## config.mk

```make
export PLATFORM = sky130hd
export DESIGN_NAME = exe_muldiv_unit_flat
export DESIGN_NICKNAME = d
export VERILOG_FILES = /design/src/rtl/exe_muldiv_unit_if.sv /design/src/rtl/exe_muldiv_unit.sv /design/src/flat_wrapper.sv
export SDC_FILE = /design/constraint.sdc
export NUM_CORES = 1
export LEC_CHECK = 0
export ABC_AREA = 1
export CORE_MARGIN = 2
export CORE_UTILIZATION = 50
export DETAILED_ROUTE_END_ITERATION = 12
export GPL_TIMING_DRIVEN = 0
export PLACE_DENSITY = 0.69
export SLEW_MARGIN = 30
export SYNTH_ARGS = -nofsm -noshare
export SYNTH_HDL_FRONTEND = slang
export SYNTH_SLANG_ARGS = --single-unit
```

## constraint.sdc

```tcl
create_clock -name clk -period 6.6 [get_ports clk]
set_clock_uncertainty 0.15 [all_clocks]
set_input_delay 0.66 -clock clk [delete_from_list [all_inputs] [get_ports clk]]
set_output_delay 0.66 -clock clk [all_outputs]
set_load 0.005 [all_outputs]
```

## src/rtl/exe_muldiv_unit_if.sv

```systemverilog
// Execute-stage link between the D/E pipeline register and the RV32M
// multiply/divide unit.
//   master: pipeline side, drives flush/in_valid/func3/operands/rd_index and
//           receives stall/done/result/rd_out
//   slave : muldiv unit side
interface exe_muldiv_unit_if #(
  parameter int unsigned XLEN = 32
);
  logic            flush;
  logic            in_valid;
  logic [2:0]      func3;
  logic [XLEN-1:0] rs1_val;
  logic [XLEN-1:0] rs2_val;
  logic [4:0]      rd_index;
  logic            stall;
  logic            done;
  logic [XLEN-1:0] result;
  logic [4:0]      rd_out;

  modport master (
    output flush, in_valid, func3, rs1_val, rs2_val, rd_index,
    input  stall, done, result, rd_out
  );

  modport slave (
    input  flush, in_valid, func3, rs1_val, rs2_val, rd_index,
    output stall, done, result, rd_out
  );
endinterface

```

## src/rtl/exe_muldiv_unit.sv

```systemverilog
// Iterative RV32M multiply/divide unit for the execute stage.
//   clk, rst (async, active-low)
//   bus.flush     : abort the E-stage instruction
//   bus.in_valid  : M-extension instruction present in E
//   bus.func3     : MUL/MULH/MULHSU/MULHU/DIV/DIVU/REM/REMU
//   bus.rs1_val/rs2_val/rd_index : forwarded operands and destination
//   bus.stall     : combinational hold of PC, F/D and D/E
//   bus.done      : one-cycle result-valid pulse (registered)
//   bus.result/rd_out : result and destination, held until the next done
module exe_muldiv_unit #(
  parameter int unsigned XLEN = 32,
  parameter int unsigned ITER = 32
) (
  input logic             clk,
  input logic             rst,
  exe_muldiv_unit_if.slave bus
);

  localparam int unsigned CW = $clog2(ITER) + 1;
  localparam int unsigned DW = 2 * XLEN;
  localparam logic [XLEN-1:0] INT_MIN = {1'b1, {(XLEN-1){1'b0}}};

  typedef enum logic [1:0] {IDLE, CALC, DONE} state_t;

  state_t          state_q, state_d;
  logic [CW-1:0]   cnt_q, cnt_d;
  logic [2:0]      func3_q, func3_d;
  logic [4:0]      rd_q, rd_d;
  logic [XLEN-1:0] opnd_q, opnd_d;
  logic [DW-1:0]   acc_q, acc_d;
  logic            neg_res_q, neg_res_d;
  logic            neg_rem_q, neg_rem_d;
  logic            done_q, done_d;
  logic [XLEN-1:0] result_q, result_d;
  logic [4:0]      rd_out_q, rd_out_d;

  // Start decode: signedness, magnitudes and fast-path detection
  logic            s1_signed, s2_signed, neg1, neg2;
  logic [XLEN-1:0] mag1, mag2;
  logic            is_div, div_zero, div_ovf;
  logic [XLEN-1:0] fast_result;

  always_comb begin
    s1_signed   = (bus.func3 == 3'b000) || (bus.func3 == 3'b001) ||
                  (bus.func3 == 3'b010) || (bus.func3 == 3'b100) ||
                  (bus.func3 == 3'b110);
    s2_signed   = (bus.func3 == 3'b000) || (bus.func3 == 3'b001) ||
                  (bus.func3 == 3'b100) || (bus.func3 == 3'b110);
    neg1        = s1_signed && bus.rs1_val[XLEN-1];
    neg2        = s2_signed && bus.rs2_val[XLEN-1];
    mag1        = neg1 ? (~bus.rs1_val + XLEN'(1)) : bus.rs1_val;
    mag2        = neg2 ? (~bus.rs2_val + XLEN'(1)) : bus.rs2_val;
    is_div      = bus.func3[2];
    div_zero    = is_div && (bus.rs2_val == '0);
    div_ovf     = is_div && !bus.func3[0] && (bus.rs1_val == INT_MIN) &&
                  (bus.rs2_val == '1);
    // func3[1] selects remainder over quotient
    if (div_zero) begin
      fast_result = bus.func3[1] ? bus.rs1_val : '1;
    end else begin
      fast_result = bus.func3[1] ? '0 : INT_MIN;
    end
  end

  // One iteration: shift-add multiply or restoring divide on acc_q
  logic [XLEN:0]   mul_sum;
  logic [DW-1:0]   mul_next;
  logic [XLEN:0]   div_shift, div_diff;
  logic [DW-1:0]   div_next;
  logic [DW-1:0]   iter_next;
  logic [DW-1:0]   prod;
  logic [XLEN-1:0] quo, rem;
  logic [XLEN-1:0] calc_result;

  always_comb begin
    // acc = {partial product high, multiplier shifting out}
    mul_sum   = {1'b0, acc_q[DW-1:XLEN]} + {1'b0, (acc_q[0] ? opnd_q : '0)};
    mul_next  = {mul_sum, acc_q[XLEN-1:1]};
    // acc = {partial remainder, dividend shifting out / quotient shifting in}
    div_shift = {acc_q[DW-1:XLEN], acc_q[XLEN-1]};
    div_diff  = div_shift - {1'b0, opnd_q};
    div_next  = div_diff[XLEN] ? {div_shift[XLEN-1:0], acc_q[XLEN-2:0], 1'b0}
                               : {div_diff[XLEN-1:0], acc_q[XLEN-2:0], 1'b1};
    iter_next = func3_q[2] ? div_next : mul_next;

    prod = neg_res_q ? (~iter_next + DW'(1)) : iter_next;
    quo  = neg_res_q ? (~iter_next[XLEN-1:0] + XLEN'(1)) : iter_next[XLEN-1:0];
    rem  = neg_rem_q ? (~iter_next[DW-1:XLEN] + XLEN'(1)) : iter_next[DW-1:XLEN];

    if (func3_q[2]) begin
      calc_result = func3_q[1] ? rem : quo;
    end else begin
      calc_result = (func3_q[1:0] == 2'b00) ? prod[XLEN-1:0] : prod[DW-1:XLEN];
    end
  end

  // Next-state and registered-output logic
  always_comb begin
    state_d   = state_q;
    cnt_d     = cnt_q;
    func3_d   = func3_q;
    rd_d      = rd_q;
    opnd_d    = opnd_q;
    acc_d     = acc_q;
    neg_res_d = neg_res_q;
    neg_rem_d = neg_rem_q;
    done_d    = 1'b0;
    result_d  = result_q;
    rd_out_d  = rd_out_q;

    case (state_q)
      IDLE: begin
        if (bus.in_valid && !bus.flush) begin
          func3_d   = bus.func3;
          rd_d      = bus.rd_index;
          neg_res_d = neg1 ^ neg2;
          neg_rem_d = neg1;
          cnt_d     = '0;
          if (is_div) begin
            opnd_d = mag2;
            acc_d  = {{XLEN{1'b0}}, mag1};
          end else begin
            opnd_d = mag1;
            acc_d  = {{XLEN{1'b0}}, mag2};
          end
          if (div_zero || div_ovf) begin
            state_d  = DONE;
            done_d   = 1'b1;
            result_d = fast_result;
            rd_out_d = bus.rd_index;
          end else begin
            state_d = CALC;
          end
        end
      end
      CALC: begin
        if (bus.flush) begin
          state_d = IDLE;
        end else begin
          acc_d = iter_next;
          cnt_d = cnt_q + CW'(1);
          if (cnt_q == CW'(ITER - 1)) begin
            state_d  = DONE;
            done_d   = 1'b1;
            result_d = calc_result;
            rd_out_d = rd_q;
          end
        end
      end
      DONE: begin
        // in_valid still shows the finished instruction; never restart here
        state_d = IDLE;
      end
      default: begin
        state_d = IDLE;
      end
    endcase
  end

  always_ff @(posedge clk or negedge rst) begin
    if (!rst) begin
      state_q   <= IDLE;
      cnt_q     <= '0;
      func3_q   <= '0;
      rd_q      <= '0;
      opnd_q    <= '0;
      acc_q     <= '0;
      neg_res_q <= 1'b0;
      neg_rem_q <= 1'b0;
      done_q    <= 1'b0;
      result_q  <= '0;
      rd_out_q  <= '0;
    end else begin
      state_q   <= state_d;
      cnt_q     <= cnt_d;
      func3_q   <= func3_d;
      rd_q      <= rd_d;
      opnd_q    <= opnd_d;
      acc_q     <= acc_d;
      neg_res_q <= neg_res_d;
      neg_rem_q <= neg_rem_d;
      done_q    <= done_d;
      result_q  <= result_d;
      rd_out_q  <= rd_out_d;
    end
  end

  assign bus.stall  = ((state_q == IDLE) && bus.in_valid && !bus.flush) ||
                      (state_q == CALC);
  assign bus.done   = done_q;
  assign bus.result = result_q;
  assign bus.rd_out = rd_out_q;

endmodule

```

## src/flat_wrapper.sv

```systemverilog
// flat-port wrapper written by rule: the top's interface ports become plain ports
module exe_muldiv_unit_flat 
#(
  parameter int unsigned XLEN = 32,
  parameter int unsigned ITER = 32
)
  (clk, rst, bus_flush, bus_in_valid, bus_func3, bus_rs1_val, bus_rs2_val, bus_rd_index, bus_stall, bus_done, bus_result, bus_rd_out);
  exe_muldiv_unit_if #(.XLEN(XLEN)) bus_i ();
  input logic clk;
  input logic rst;
  input wire logic [$bits(bus_i.flush)-1:0] bus_flush;
  input wire logic [$bits(bus_i.in_valid)-1:0] bus_in_valid;
  input wire logic [$bits(bus_i.func3)-1:0] bus_func3;
  input wire logic [$bits(bus_i.rs1_val)-1:0] bus_rs1_val;
  input wire logic [$bits(bus_i.rs2_val)-1:0] bus_rs2_val;
  input wire logic [$bits(bus_i.rd_index)-1:0] bus_rd_index;
  output wire logic [$bits(bus_i.stall)-1:0] bus_stall;
  output wire logic [$bits(bus_i.done)-1:0] bus_done;
  output wire logic [$bits(bus_i.result)-1:0] bus_result;
  output wire logic [$bits(bus_i.rd_out)-1:0] bus_rd_out;
  assign bus_i.flush = bus_flush;
  assign bus_i.in_valid = bus_in_valid;
  assign bus_i.func3 = bus_func3;
  assign bus_i.rs1_val = bus_rs1_val;
  assign bus_i.rs2_val = bus_rs2_val;
  assign bus_i.rd_index = bus_rd_index;
  assign bus_stall = bus_i.stall;
  assign bus_done = bus_i.done;
  assign bus_result = bus_i.result;
  assign bus_rd_out = bus_i.rd_out;
  exe_muldiv_unit #(.XLEN(XLEN), .ITER(ITER)) u_core (.clk(clk), .rst(rst), .bus(bus_i));
endmodule
```

-- Yosys cells after proc, flatten, opt, wreduce, memory -nomap -nowiden
Index checks and enable logic that the tools add are counted.
- register bits: 152
- logic and storage cells: 108
- add/sub/neg operators: 8
- equal/unequal tests: 13
- multiplexer cells: 42
- bitwise operators: 6
- reductions and logical operators: 28
- operator list (kind ; count):
    $mux W32 ; 17
    $mux W64 ; 5
    $add A32 B1 Y32 const B ; 4
    $not A32 Y32 ; 4
    $pmux W64 S2 ; 1
    $add A64 B1 Y64 const B ; 1
    $eq A32 B32 Y1 const B ; 2
    $not A64 Y64 ; 1
    $pmux W32 S2 ; 1
    $add A32 B32 Y33 ; 1
    $sub A33 B32 Y33 ; 1
    $logic_not A32 Y1 ; 1
    $mux W5 ; 4
    $mux W6 ; 2
    $pmux W6 S2 ; 1
    $pmux W5 S2 ; 1
    $logic_and A1 B1 Y1 ; 9
    $logic_or A1 B1 Y1 ; 8
    $mux W2 ; 4
    $add A6 B1 Y6 const B ; 1
    $eq A3 B3 Y1 const B ; 2
    $eq A6 B5 Y1 const B ; 1
    $ne A2 B1 Y1 const B ; 3
    $reduce_and A5 Y1 ; 1
    other kinds (15) ; 21

-- Depth between registers and ports, before layout
- depth in word-level cells: 11
- gate-level depth with buffers: 37
- depth with buffers taken out: 37

-- Worst setup path after synthesis
OpenSTA, ideal clock, no wires.
- path type: reg-to-reg
- start point: register u_core.opnd_q[0]
- end point: register u_core.result_q[18], in the netlist u_core.bus.result[18]
- setup time: 0.066 ns
- arrival time: 3.997 ns
- required time: 6.384 ns
- setup slack: 2.388 ns
- cell stages (with the launch flop): 36
- path buffers: 0
- cell sequence: dfrtp_1 > ha_1 > fa_1 > inv_1 > nand2_1 > nand2_1 > nand3_1 > nand2_1 > nand2_2 > nand2_4 > nand2_4 > nand2_4 > nand2_2 > nand3_4 > nand2_2 > inv_2 > ha_1 > nand2_1 > nor2_1 > inv_1 > nor2_2 > nand3_1 > nor2_2 > nand3_2 > nor3_2 > nand3_2 > nor2_2 > nand3_1 > nand2_2 > o21ai_1 > or2_0 > nand3_1 > nand3_1 > nand3_1 > nand2_1 > nand2_1
- word-level cells in the longest chain between the ends: 11
- elaborated cells between the ends (all ways): 20
- RTL lines (element ; RTL line ; source):
    start: declaration ; exe_muldiv_unit.sv:29 ; logic [XLEN-1:0] opnd_q, opnd_d;
    start signal: assignment ; exe_muldiv_unit.sv:178 ; opnd_q <= opnd_d;
    $sub A33 B32 Y33 / $mux W32 (equally long branches) ; exe_muldiv_unit.sv:81, exe_muldiv_unit.sv:77 ;
    $mux W64 / $add A32 B32 Y33 (equally long branches) ; exe_muldiv_unit.sv:82, exe_muldiv_unit.sv:77 ;
    $mux W64 (*) ; exe_muldiv_unit.sv:84 ; iter_next = func3_q[2] ? div_next : mul_next;
    $not A64 Y64, or another cell as far along ; exe_muldiv_unit.sv:86 ; prod = neg_res_q ? (~iter_next + DW'(1)) : iter_next;
    $add A64 B1 Y64, or another cell as far along ; exe_muldiv_unit.sv:86 ;
    $mux W64, or another cell as far along ; exe_muldiv_unit.sv:86 ;
    $mux W32, on equally long branches ; exe_muldiv_unit.sv:93, exe_muldiv_unit.sv:91 ;
    $mux W32 (*) ; exe_muldiv_unit.sv:90 ; if (func3_q[2]) begin
    $mux W32 (*) ; exe_muldiv_unit.sv:142 ; if (cnt_q == CW'(ITER - 1)) begin
    $mux W32 (*) ; exe_muldiv_unit.sv:137 ; if (bus.flush) begin
    $pmux W32 S2 (*) ; exe_muldiv_unit.sv:111 ; case (state_q)
    end signal: assignment ; exe_muldiv_unit.sv:183 ; result_q <= result_d;
    end: declaration ; exe_muldiv_unit.sv:34 ; logic [XLEN-1:0] result_q, result_d;
Every way passes the cells marked *; elsewhere a longest branch is shown, timed or not. The select of a mux whose other input is x is not followed.
A chain may end at the register's enable or synchronous reset.

-- Worst setup path in the final report
- start point: register u_core.opnd_q[0]
- end point: register u_core.result_q[30], in the netlist u_core.bus.result[30]
Same word-level chain as after synthesis.

==> metrics.md <==
| Metric | Value |
|---|---|
| Outcome | complete, no violations |
| Diode count | 0 |
| Routability Congestion | roughly 1.1 |
| Adder-Cell Fraction of Synth Area | 0.0501 |
| CP endpoint kind | register |
| Port bufs | approximately 110 |
| Largest family of logic cells by synthesized area | simple AND/OR/NAND/NOR gates |
| CTS Root Cell | clkbuf_16 |
| Top FF cell, synth | dfrtp_1 |
| CTS Buf Count | 17 |
| Mapped Area | approximately 18000 sq um |
| First-pass GRT wire length | 128000 um |
| Row cnt | 70 |
| EDFF count, synth | 0 |
| Routed WL | between 80000 and 90000 um |
| Max stage delay on crit path | about 440 ps |
| Max Fclk | 171 MHz |
| Vias per cell | 6.01 |
| Compound-cell area share of the yosys netlist | 0.169 |
| Crit start category | register |
| Synth unique cells | 52 |
| Via count | 22631 |
| Fillers | about 3800 |
| Final ANT Viol Nets | 0 |
| CP dominant cell by count | nand2_1 |
| Nets@finish | about 3400 |
| Initial Util | 0.504 |
| Clock period minus worst slack | 5850 ps |
| Critical path class | register to register |
| Post-synth top area share | 0.208 |
| GRT Util Overall | 0.449 |
| Drt first pass iters | 8 |
| Slowest-stage cell, CP | dfrtp_1 |
| Final Setup Violations | 0 |
| CTS Sinks | approximately 150 |
| Post-Synth Simple-Gate Area | 0.398 |
| Synthesis-to-layout area growth | 12.9% |
| Max clock buf depth | 2 |
| Final hold slack | 31.2 ps |
| Post CTS Setup Buffer Count | 0 |
| Reg clk slew, reported paths | ~80 ps |
| Synth top cells by count | nand2_1, inv_1, nor2_1 |
| Data arrival, critical path | approximately 6000 ps |
| Synth area leader | dfrtp_1 |
| Syn Inst Count | between 3000 and 4000 |
| Vias in the first global route | approximately 21000 |
| Clock latency on the worst-skew pair | between 400 and 500 ps |
| Syn_area_per_cell | slightly below 6 sq um |
| I/O Pins | ~120 |
| Final Cycle Share | 0.887 |
| Ys async rst share | 1.00 |
| Die Width | 195 um |
| Most common cell in the netlist | nand2_1 |
| Post-synthesis xor/xnor area fraction | 0.0551 |
| Max-cap violations | 0 |
| Largest net degree at the start of global routing | 78 |
| DR iter-0 viols | between 3000 and 4000 |
| CP required | roughly 6800 ps |
| Share of cells above drive strength 1 | 0.0561 |
| Worst Hold Class | input pin to async pin |
| Post-synthesis mux area share | 0 |
| CTS H-Tree Depth | 4 |
| TritonCTS clock tree | yes |
| Initial antenna violation count | 5 |
| Core Region | 36300 sq um |
| Hold Vio Cnt, Final | 0 |
| Hold buffer count at cts | 0 |
| Routed length per instance | between 20 and 25 um |
| DRC Markers | 0 |
| Max_slew headroom | 0.383 |
| GRT overflow | 0 |
| Synth area leaders | dfrtp_1, nand2_1, inv_1, nor2_1, nand3_1 |
| Ys Warns | 0 |
| Register area share after synthesis | 0.208 |
| Unrepaired setup endpoints after global routing | false |
| Post-Syn Nets | approximately 3300 |
| DIE AREA | between 30000 and 40000 sq um |
| Final HPWL DP | around 71000 um |
| Max Slew Vio Count | 0 |
| Die H | around 200 um |
| Worst-path fanout max | 10 |
| Yosys reg bits | between 150 and 200 |
| Slew @ Worst Pin | just over 900 ps |
| Post-CTS resize count | 0 |
## layout by cell type (no fill, tap or decap), types with 8 or more instances in the layout
| cell | instances |
|---|---|
| buf_1 | 14 |
| or2_2 | 18 |
| nand2_2 | 33 |
| nand3_1 | 216 |
| buf_2 | 21 |
| a31oi_1 | 30 |
| clkbuf_16 | 17 |
| a21oi_1 | 164 |
| nand3b_1 | 12 |
| nand2_1 | 978 |
| clkbuf_1 | 71 |
| nand4_1 | 29 |
| o22ai_1 | 22 |
| nor3_1 | 34 |
| inv_1 | 427 |
| clkdlybuf4s50_1 | 112 |
| a22oi_1 | 9 |
| o21ai_1 | 28 |
| o211ai_1 | 32 |
| nor2_1 | 344 |
| xnor2_1 | 29 |
| a21oi_2 | 8 |
| o221ai_1 | 22 |
| o21bai_1 | 17 |
| inv_2 | 15 |
| xor2_1 | 86 |
| ha_1 | 70 |
| nor2_2 | 15 |
| o21ai_0 | 181 |
| dfrtp_1 | 152 |
## worst max-delay path, delay by kind of cell, from the launching register on
| family | cells | cell delay [ps] |
|---|---|---|
| simple gates | 26 | 3580 |
| fa+ha+maj | 3 | 870 |
| compound gates | 2 | 450 |
| flops | 1 | 440 |
| buf+inv | 3 | 300 |
## registers in the layout, indices dropped and copies added, names as in the netlist
register and flops:
u_core.state_q 2, u_core.opnd_q 32, u_core.func3_q 3, u_core.bus.rd_out 5, u_core.rd_q 5, u_core.neg_res_q 1, u_core.bus.result 32, u_core.cnt_q 6
u_core.acc_q 64, u_core.bus.done 1, u_core.neg_rem_q 1
## final cells by class
class | instances | area [sq um] | share of cell area
Multi-Input combinational cell | 2441 | 12300 | 0.596
Timing Repair Buffer | 114 | 1160 | 0.0564
Buffer | 114 | 503 | 0.0244
Inverter | 446 | 1670 | 0.0812
Sequential cell | 152 | 3800 | 0.184
Clock inverter | 15 | 176 | 0.00855
Clock buffer | 17 | 425 | 0.0206
Tap cell | 468 | 586 | 0.0284
## final timing paths
path	depth (start not counted)	start	end	slack (ps)
max in group asynchronous	2	rst	u_core.bus.result[14]$_DFFE_PN0P_	5390
worst min register to register	2	u_core.rd_q[4]$_DFFE_PN0P_	u_core.rd_q[4]$_DFFE_PN0P_	330
min in group clk	2	u_core.rd_q[4]$_DFFE_PN0P_	u_core.rd_q[4]$_DFFE_PN0P_	330
worst min-delay path	1	rst	u_core.acc_q[42]$_DFFE_PN0P_	30
worst max-delay path	34	u_core.opnd_q[0]$_DFFE_PN0P_	u_core.bus.result[30]$_DFFE_PN0P_	750
worst max register to register	34	u_core.opnd_q[0]$_DFFE_PN0P_	u_core.bus.result[30]$_DFFE_PN0P_	750
## metrics by stage
stage	TNS, ps	instance area, sq um	util	worst slack, ps	cells
floorplan	0	18300	-	2390	3153
finish	0	20600	0.569	746	3767
detailed placement	0	20000	0.552	959	3735
CTS	0	20600	0.569	942	3767
global placement	-264620	20000	0.551	-1770	3734
global route	0	20600	0.569	409	3767
## routing by layer
layer	vias to the layer above	share of wire	track usage
li1	10390	-	-
met1	10401	0.38	0.564
met2	1494	0.42	0.685
met3	340	0.12	0.106
met4	6	0.080	0.305
met5	-	0.00034	0
## logic make-up (layout without fill, tap and decap cells)
kind of cell,Yosys count,after routing
DFF,152,152
AOI/OAI and AO/OA,538,538
buffers and inverters,560,706
xor gates and xnor gates,115,115
adders and majority gates,72,72
and+or+nand+nor,1716,1716
Power is not shown: default switching activity piles up to over one toggle a cycle in this logic, so the estimate is an artifact.
